$ cat src/rtl/reg_write_arbiter.sv
// Round-robin arbiter funnelling four register write requesters onto one write port; optional conflict_cnt via REG_WR_ARB_CONFLICT_CNT_EN.
// Latency: one cycle from handshake to wr_en/wr_addr/wr_data, one write per cycle with no bubbles.
// Backpressure: req_ready is a combinational one-hot grant; losers simply hold req_valid until granted.
module reg_write_arbiter #(
    parameter int N = 32,
    parameter int A = 4
) (
    input  logic           clk,
    input  logic           rst,
    input  logic [3:0]     req_valid,
    input  logic [4*A-1:0] req_addr,
    input  logic [4*N-1:0] req_data,
    output logic [3:0]     req_ready,
    output logic           wr_en,
    output logic [A-1:0]   wr_addr,
    output logic [N-1:0]   wr_data,
    output logic           busy
`ifdef REG_WR_ARB_CONFLICT_CNT_EN
    ,
    output logic [15:0]    conflict_cnt
`endif
);

    typedef enum logic {
        IDLE  = 1'b0,
        WRITE = 1'b1
    } state_t;

    state_t     state;
    state_t     nextState;
    logic [1:0] ptr;
    logic [1:0] grantIdx;
    logic       grantFound;
    logic       handshake;

    // Search ptr, ptr+1, ptr+2, ptr+3; the 2-bit sum wraps naturally.
    always_comb begin
        grantFound = 1'b0;
        grantIdx   = ptr;
        for (int k = 0; k < 4; k++) begin
            if (!grantFound && req_valid[ptr + 2'(k)]) begin
                grantFound = 1'b1;
                grantIdx   = ptr + 2'(k);
            end
        end
    end

    // Grant is masked by rst so nothing is accepted while reset is held.
    assign handshake = grantFound && !rst;
    assign req_ready = handshake ? (4'b0001 << grantIdx) : 4'b0000;

    always_ff @(posedge clk or posedge rst) begin
        if (rst) begin
            ptr <= 2'd0;
        end else if (handshake) begin
            ptr <= grantIdx + 2'd1;
        end
    end

    always_ff @(posedge clk or posedge rst) begin
        if (rst) begin
            state <= IDLE;
        end else begin
            state <= nextState;
        end
    end

    always_comb begin
        nextState = state;
        wr_en     = 1'b0;
        case (state)
            IDLE: begin
                if (handshake) begin
                    nextState = WRITE;
                end
            end
            WRITE: begin
                wr_en = 1'b1;
                if (!handshake) begin
                    nextState = IDLE;
                end
            end
            default: nextState = IDLE;
        endcase
    end

    // Payload is captured only on the handshake edge and held otherwise.
    always_ff @(posedge clk or posedge rst) begin
        if (rst) begin
            wr_addr <= '0;
            wr_data <= '0;
        end else if (handshake) begin
            wr_addr <= req_addr[grantIdx*A +: A];
            wr_data <= req_data[grantIdx*N +: N];
        end
    end

    assign busy = (|req_valid) || wr_en;

`ifdef REG_WR_ARB_CONFLICT_CNT_EN
    logic multiValid;

    // Two or more bits set iff clearing the lowest set bit leaves something.
    assign multiValid = |(req_valid & (req_valid - 4'd1));

    always_ff @(posedge clk or posedge rst) begin
        if (rst) begin
            conflict_cnt <= 16'd0;
        end else if (multiValid && (conflict_cnt != 16'hFFFF)) begin
            conflict_cnt <= conflict_cnt + 16'd1;
        end
    end
`endif

endmodule

$ cat config.mk
export PLATFORM = sky130hd
export DESIGN_NAME = reg_write_arbiter
export DESIGN_NICKNAME = d
export VERILOG_FILES = /design/src/rtl/reg_write_arbiter.sv
export SDC_FILE = /design/constraint.sdc
export NUM_CORES = 1
export LEC_CHECK = 0
export CAP_MARGIN = 10
export CELL_PAD_IN_SITES_DETAIL_PLACEMENT = 0
export CELL_PAD_IN_SITES_GLOBAL_PLACEMENT = 1
export CORE_UTILIZATION = 28
export CTS_CLUSTER_SIZE = 30
export DETAILED_ROUTE_END_ITERATION = 7
export GPL_ROUTABILITY_DRIVEN = 1
export HOLD_SLACK_MARGIN = 0.12
export PLACE_DENSITY = 0.94
export SYNTH_ARGS = -nofsm -noshare
export SYNTH_HDL_FRONTEND = slang
export SYNTH_SLANG_ARGS = --single-unit
$ cat constraint.sdc
create_clock -name clk -period 3.26 [get_ports clk]
set_input_delay 0.815 -clock clk [delete_from_list [all_inputs] [get_ports clk]]
set_output_delay 0.815 -clock clk [all_outputs]
set_load 0.01 [all_outputs]
Word level (Yosys, flattened, before mapping)

Cells that the tools add are included.

Latch bits: 0
Word-level logic and storage cells: 43
Memory bits (read-only): 0
Flip-flop bits (word level): 39
Memories kept: 0
Bits in writable memories: 0
Output and inout bits: 42

Add/sub/neg operators: 4
Multiply operators: 0
Order comparisons: 4
Muxes and demuxes: 18
Reductions and logical operators: 10
Shift-type cells: 3
Equal/unequal tests: 0
Divide/modulo/power cells: 0
Bitwise logic cells: 0

Operators by type and width:

| operator              | count |
|---|---|
| $shiftx A128 B8 Y32   | 1 |
| $shiftx A16 B5 Y4     | 1 |
| $lt A2 B3 Y1 const B  | 4 |
| $mux W1               | 10 |
| $bmux W1 S2           | 4 |
| $mux W2               | 3 |
| $add A2 B1 Y2 const B | 2 |
| $add A2 B2 Y2 const B | 2 |
| $logic_and A1 B1 Y1   | 4 |
| $logic_not A1 Y1      | 4 |
| $mux W4               | 1 |
| $reduce_or A4 Y1      | 1 |
| $shl A1 B2 Y4 const A | 1 |
| $logic_or A1 B1 Y1    | 1 |

Depth between registers and ports, before layout

Depth in word-level cells: 14
Gate-level depth with buffers: 8
Depth with buffers taken out: 5

Least setup slack after synthesis

No wires, ideal clock.

Kind: input to output
Start point: input req_valid[0]
End point: output req_ready[3]
Cell stages on the path: 8
Setup slack: 396 ps
Data arrival time: 2049 ps
Path buffers: 3
Cells stage by stage: buf_4 nor2b_1 o21ba_1 buf_2 buf_6 nor3_1 nand2_1 nor2_1

Longest elaborated chain between the ends: 14

Ends and longest elaborated chain:

| item                                                        | RTL line | text |
|---|---|---|
| start, declared                                             | 10       | `input logic [3:0] req_valid,` |
| $bmux W1 S2                                                 | 41       | `if (!grantFound && req_valid[ptr + 2'(k)]) begin` |
| $mux W1 (implied by the code)                               | 41       |  |
| $mux W1                                                     | 41       |  |
| $logic_not A1 Y1                                            | 41       |  |
| $logic_and A1 B1 Y1                                         | 41       |  |
| $mux W1                                                     | 41       |  |
| $logic_not A1 Y1                                            | 41       |  |
| $logic_and A1 B1 Y1                                         | 41       |  |
| $mux W1                                                     | 41       |  |
| $logic_not A1 Y1                                            | 41       |  |
| $logic_and A1 B1 Y1                                         | 41       |  |
| $mux W2 / $mux W1 (equally long branches)                   | 41       |  |
| $shl A1 B2 Y4 / $logic_and A1 B1 Y1 (equally long branches) | 50, 49   |  |
| $mux W4 (*)                                                 | 50       | `assign req_ready = handshake ? (4'b0001 << grantIdx) : 4'b0000;` |
| end, declared                                               | 13       | `output logic [3:0] req_ready,` |

Mark *: on every way between the ends. The rest lies on a longest branch, timed or not. The select of a mux whose other input is x is not followed.

Worst setup path in the final report

Start point: input req_valid[1]
End point: output req_ready[1]

The elaborated chain is that of the path after synthesis.

==> results by group <==
Outcome
  – Status: completed

STA
  – Clk_skew: 0.00999 ns
  – Final Cycle Share: 0.976
  – Slew headroom: 0.410
  – Fin. Hold Viols: 0
  – Final critical-path required period: 3.18 ns
  – Fmax: 314 MHz
  – Final WS setup: 0.0796 ns
  – Fin. max-slew vios: 0
  – Setup-failing EPs final: 0
  – Slew @ Worst Pin: 0.884 ns
  – RSZ-0062 raised after global routing: no

Drt
  – Initial drt markers: 218
  – Via density per instance: 5.77
  – DR WL/cell: 18.8 microns
  – Post-route ant nets: 0
  – DR DRC count: 0
  – Routed vias: 3736
  – Pre-antenna DRT Iters: 5
  – Total wire length: 12200 microns

Floorplan
  – Die ar.: 11100 sq um
  – Initial cell density of the core: 0.290
  – Die Ht: 105 microns
  – IO Pins: 192
  – Core area: 10300 sq um
  – DIE WIDTH: 105 microns
  – Row cnt: 37

Pwr
  – Pleak: 2.06 nW
  – Combinational share of power: 0.552
  – Register share of total power: 0.303
  – Max VDD drop: 0.000177 V
  – Sw power: 0.848 mW
  – Sw Share: 0.373
  – P_int: 1.43 mW
  – PwrDens: 436 nW/um^2
  – Clk pwr share: 0.145

Global routing
  – Largest net degree at the start of global routing: 40
  – Total grt overflow: 0
  – First-pass GRT wire length: 19100 microns
  – Tot GR Track Use: 0.216
  – Vias in the first global route: 3937
  – Initial antenna violation count: 0

Clock network
  – Clk Latency, worst-skew pair: 0.29 ns
  – Clock root buffer: clkbuf_8
  – CTS clk-pin slew, worst paths: 0.09 ns
  – Number of H-tree levels: 2
  – Num CTS Buffers: 5
  – Clk sinks: 39
  – Clock Tree Buf Depth: 2
  – # hold bufs at CTS: 0
  – CTS tree: yes

Worst hold path
  – Hold Crit Class: register to register

Synth
  – Syn avg cell area: 9.27 sq um
  – Synth Net Count: 473
  – Predominant post-synthesis flop cell: dfrtp_1
  – Synth top cells by count: 39 x a21oi_1, 39 x dfrtp_1, 37 x o31ai_1
  – Synth Register Bits: 39
  – Post-synthesis sequential area ratio: 0.326
  – Area leader, netlist: dfrtp_1
  – Mapped Area: 2990 sq um
  – Mapped Cells: 323
  – Yosys warns: 0
  – Largest cells by area after synthesis: dfrtp_1 33%, a221o_1 12%, o22a_1 11%
  – Yosys top cell area share: 0.326
  – EDFF count, synth: 0
  – Asr flop ratio synth: 1.00
  – Synth cell types: 37

Final layout
  – Final core utilization: 0.505
  – Share of cells above drive strength 1: 0.112
  – Diode count: 0
  – Synthesis-to-layout area growth: 74.3%
  – Fillcell total: 948
  – Total Nets Final: 660

Placement
  – Pre-CTS WS: -0.338 ns
  – Placed wire-length estimate: 8280 microns
  – Final Wtd Congestion: 0.827
  – Port Buffers: 191

Worst setup path
  – Kind of critical path: primary input to output port
  – WP data required: 2.44 ns
  – Crit path launch type: primary input
  – Critical path arrival: 2.37 ns
  – CP max FO: 5
  – Worst path cell trace: clkdlybuf4s50_1, buf_4, nor3b_2, a2bb2oi_2, o22ai_4, and3_1, dlygate4sd2_1
  – CP Capture Type: output port
  – CP max-delay cell: clkdlybuf4s50_1
  – Peak per-stage delay on the critical path: 0.43 ns

Job
  – Max Cap Viol: 0
[final cells by class]
class | count | area [sq um] | area share
tap | 136 | 170 | 0.0326
clock inverter | 2 | 12.5 | 0.00240
inverter | 2 | 7.51 | 0.00144
multi-input combinational | 236 | 1770 | 0.340
timing repair buffer | 226 | 2210 | 0.423
clock buffer | 6 | 72.6 | 0.0139
sequential | 39 | 976 | 0.187
[through the flow]
step           cells  instance area [sq um]  TNS (ns)  total power, mW  hold slack, ns
2_1_floorplan    323                   2990         0             1.34           0.549
3_3_place_gp     639                   5110    -0.750             1.92           0.491
3_5_place_dp     639                   5110     -1.01             1.95           0.496
4_1_cts          647                   5200         0             2.29           0.514
5_1_grt          647                   5220         0             2.41           0.528
6_report         647                   5220         0             2.28           0.509
[cells in the final DEF, fill, tap and decap left out, types with 2 or more instances in the layout]
| master | synthesis | routed |
|---|---|---|
| clkbuf_8 | 0 | 5 |
| nand2_1 | 7 | 7 |
| o22a_1 | 36 | 36 |
| o21a_1 | 2 | 2 |
| o31ai_1 | 37 | 37 |
| a21oi_1 | 39 | 39 |
| dlygate4sd2_1 | 0 | 4 |
| dlymetal6s2s_1 | 0 | 3 |
| o21bai_2 | 2 | 2 |
| buf_4 | 5 | 32 |
| buf_12 | 0 | 2 |
| dfrtp_1 | 39 | 39 |
| clkdlybuf4s50_1 | 0 | 184 |
| o21bai_1 | 3 | 3 |
| nor2_1 | 7 | 6 |
| nor2b_1 | 4 | 4 |
| nand2b_1 | 3 | 3 |
| o21ai_2 | 3 | 3 |
| a221o_1 | 36 | 36 |
| nand4_1 | 36 | 36 |
| o21ba_1 | 2 | 2 |
[state kept, by name (all words and copies together) (netlist names)]
signal / cells
state: 1
wr_data: 32
wr_addr: 4
ptr: 2
[cell families (layout without fill, tap and decap cells)]
logic type	count (synthesis)	after routing	share of synthesized area
compound gates	168	168	0.445
simple gates	68	68	0.136
buf+inv	48	236	0.0928
flops	39	39	0.326
[worst max-delay path, delay by kind of cell]
| kind | cells | cell delay, ns |
|---|---|---|
| AO/OA/AOI/OAI | 2 | 0.30 |
| buffers and inverters | 3 | 0.88 |
| AND/OR/NAND/NOR | 2 | 0.37 |
[power groups by stage]
stage | registers (mW) | logic, mW | clock network, mW
2_1_floorplan | 0.728 | 0.608 | 0
3_3_place_gp | 0.690 | 1.23 | 0
3_5_place_dp | 0.694 | 1.25 | 0
4_1_cts | 0.688 | 1.26 | 0.343
5_1_grt | 0.702 | 1.34 | 0.366
6_report | 0.689 | 1.26 | 0.330
[worst paths after layout]
check	from	end	slack, ns	cells past startpoint
worst min-delay path	wr_data[10]	wr_data[10]	0.51	1
max in group asynchronous	rst	wr_data[27]	1.55	3
min in group asynchronous	rst	state	1.15	3
worst max-delay path	req_valid[1]	req_ready[1]	0.08	7
worst max register to register	ptr[1]	wr_data[13]	0.92	7
worst min register to register	wr_data[10]	wr_data[10]	0.51	1
[what timing repair did]
action	CTS	global route
setup buffers	0	0
pin swaps	1	2
resized for setup	8	4
setup endpoints to repair	4	4
[routing by layer]
layer	up-vias	GRT usage	wire (microns)
li1	1708	-	-
met1	1782	0.243	4650
met2	224	0.392	6160
met3	22	0.0575	1150
met4	0	0.0724	201
met5	-	0	0
No activity file was read; power rests on OpenSTA's default activity.
==> RTL edit, RTL diff (same flow settings) <==
The parameter `A` goes from 4 to 3.
--- a/src/rtl/reg_write_arbiter.sv
+++ b/src/rtl/reg_write_arbiter.sv
@@ -4,5 +4,5 @@
 module reg_write_arbiter #(
     parameter int N = 32,
-    parameter int A = 4
+    parameter int A = 3
 ) (
     input  logic           clk,
Interface: changed (resized req_addr and wr_addr); port bits go from 192 to 187. No check against the original RTL was run, so the function may have changed too.
==> RTL edit against the unedited design <==
Sequential cell count decreased by 1. Synthesized cell count down 0.93%. Largest power group unchanged. Area after synthesis decreased by 0.71%. Clock power rose by 4%. Total power increased by 13%. Count of clock-buffer cells in the layout rose by 1. Global-route usage grew 2.6 points. Worst setup slack lost 0.035 ns. Cell area is 0.38% lower. Utilization fell by 0.19 points. Largest cell class unchanged. Sequential share of layout area is 0.41 points lower. Clock skew hardly changed. Routed wire length grew 8.5%.
==> RTL edit: results (changes against the unedited design) <==
** Final layout
- Count of nets after finishing :: 656 (-0.61%)

** Timing
- The achievable clock frequency came to 311 MHz (-1.1%).
- Fin Clk Skew :: 0.00995 ns (-0.0000354 ns)
- The normalized max-slew margin is 31.4% (-9.6 points).

** Place
- Setup Slack @ Placement :: -0.451 ns (-0.114 ns)
- Detailed placer's ending HPWL :: 9270 um (+12%)
- Routability Congestion :: 0.860 (+4.0%)
- The count of buffers inserted at the top-level ports is 186 (-2.6%).

** Setup path
- Largest driver fanout on the critical path :: 11 (+6)
- R2R Path End :: wr_data[22]$_DFFE_PP0P_
- Worst Reg2Reg Path Length in Cells :: 6 (-1)
- Reg-to-reg setup timing slack :: 0.99 ns (+0.07 ns)
- Startpoint of the worst setup timing path :: req_valid[3]
- Signal arrival time at the worst endpoint :: 2.40 ns (+0.03 ns)

** Synth
- By area the synthesized netlist is led by sky130_fd_sc_hd__dfrtp_1 (32%), sky130_fd_sc_hd__a221o_1 (12%), sky130_fd_sc_hd__o22a_1 (10%), sky130_fd_sc_hd__o31ai_1 (8.8%), sky130_fd_sc_hd__nand4_1 (7.4%).
- Commonest cells post-synth :: sky130_fd_sc_hd__dfrtp_1 (38), sky130_fd_sc_hd__a21oi_1 (36)
- The area share of the largest cell type after synthesis was 32.0% (-0.61 points).
- The post-synthesis sequential area ratio came to 32.0% (-0.61 points).
- The number of standard cells after synthesis is 320 (-0.93%).
- The number of distinct library cell variants in the gate-level netlist after synthesis came to 46 (+24%).

** Power and ir drop
- The switching part of the total power was 39.3% (+2.1 points).
- Share of total power in combinational logic :: 59.4% (+4.2 points)
- The combinational logic power is 1520 uW (+21%).
- The clock network power consumption came to 343 uW (+4%).
- The worst voltage drop across the vdd grid is 313 uV (+77%).

** GRT
- Maximum number of pins on one net before global-route repair :: 38 (-5.0%)

** Drt
- Count of vias placed by the detailed router :: 3,772 (+0.96%)
- The violation count after the first detailed-routing iteration is 270 (+24%).
- The detail-routed via count per cell is 5.83 (+0.96%).

** Status
- Run status :: finished, final reports clean
==> RTL edit: cell count changes after synthesis, sizes merged, moves of 2 or more <==
cell,delta
a21oi,-3
buf,+3
clkbuf,-5
nand2,-2
nand3,+4
nor3,+2
o21ai,+3
o21bai,-3
o22ai,-2
o2bb2ai,+2
o31ai,-2
==> RTL edit: timing repair <==
item | 4_1_cts | 5_1_grt
setup endpoints to repair | 4 | 5
hold buffers | 0 | 0
resized for setup | 12 | 10
endpoints found under the hold margin | 0 | 0
cloned | 0 | 0
buffers inserted | 0 | 0
==> RTL edit: cell families after synthesis <==
| logic type | after synthesis | share of synthesized area, % |
|---|---|---|
| AO/OA/AOI/OAI | 162 | 43.8 |
| flip-flops | 38 | 32.0 |
| multiplexers | 1 | 0.379 |
| buffers and inverters | 46 | 8.97 |
| AND/OR/NAND/NOR | 73 | 14.9 |
==> RTL edit: per-stage QoR <==
step | hold WS (ns) | area (sq um) | util, %
6_report | 0.511 | 5200 | 50.3
2_1_floorplan | 0.549 | 2970 | -
5_1_grt | 0.529 | 5200 | 50.3
3_5_place_dp | 0.497 | 5080 | 49.2
3_3_place_gp | 0.491 | 5080 | 49.2
4_1_cts | 0.516 | 5190 | 50.3
==> RTL edit: metal layers <==
layer	up-vias	GRT usage (%)	part of all wire, %	routed length, um
li1	1711	-	-	-
met1	1878	29.1	41	5370
met2	165	44.6	51	6680
met3	18	3.81	6.6	873
met4	0	6.34	2.2	289
met5	-	0	0	0
==> RTL edit: cell type report <==
cell class / count / area, sq um
Clock buffer: 7 / 86.3
Clock inverter: 1 / 5.00
Fill cell: 989 / 5130
Inverter: 2 / 7.51
Multi-Input combinational cell: 236 / 1820
Sequential cell: 38 / 951
Tap cell: 136 / 170
Timing Repair Buffer: 227 / 2160
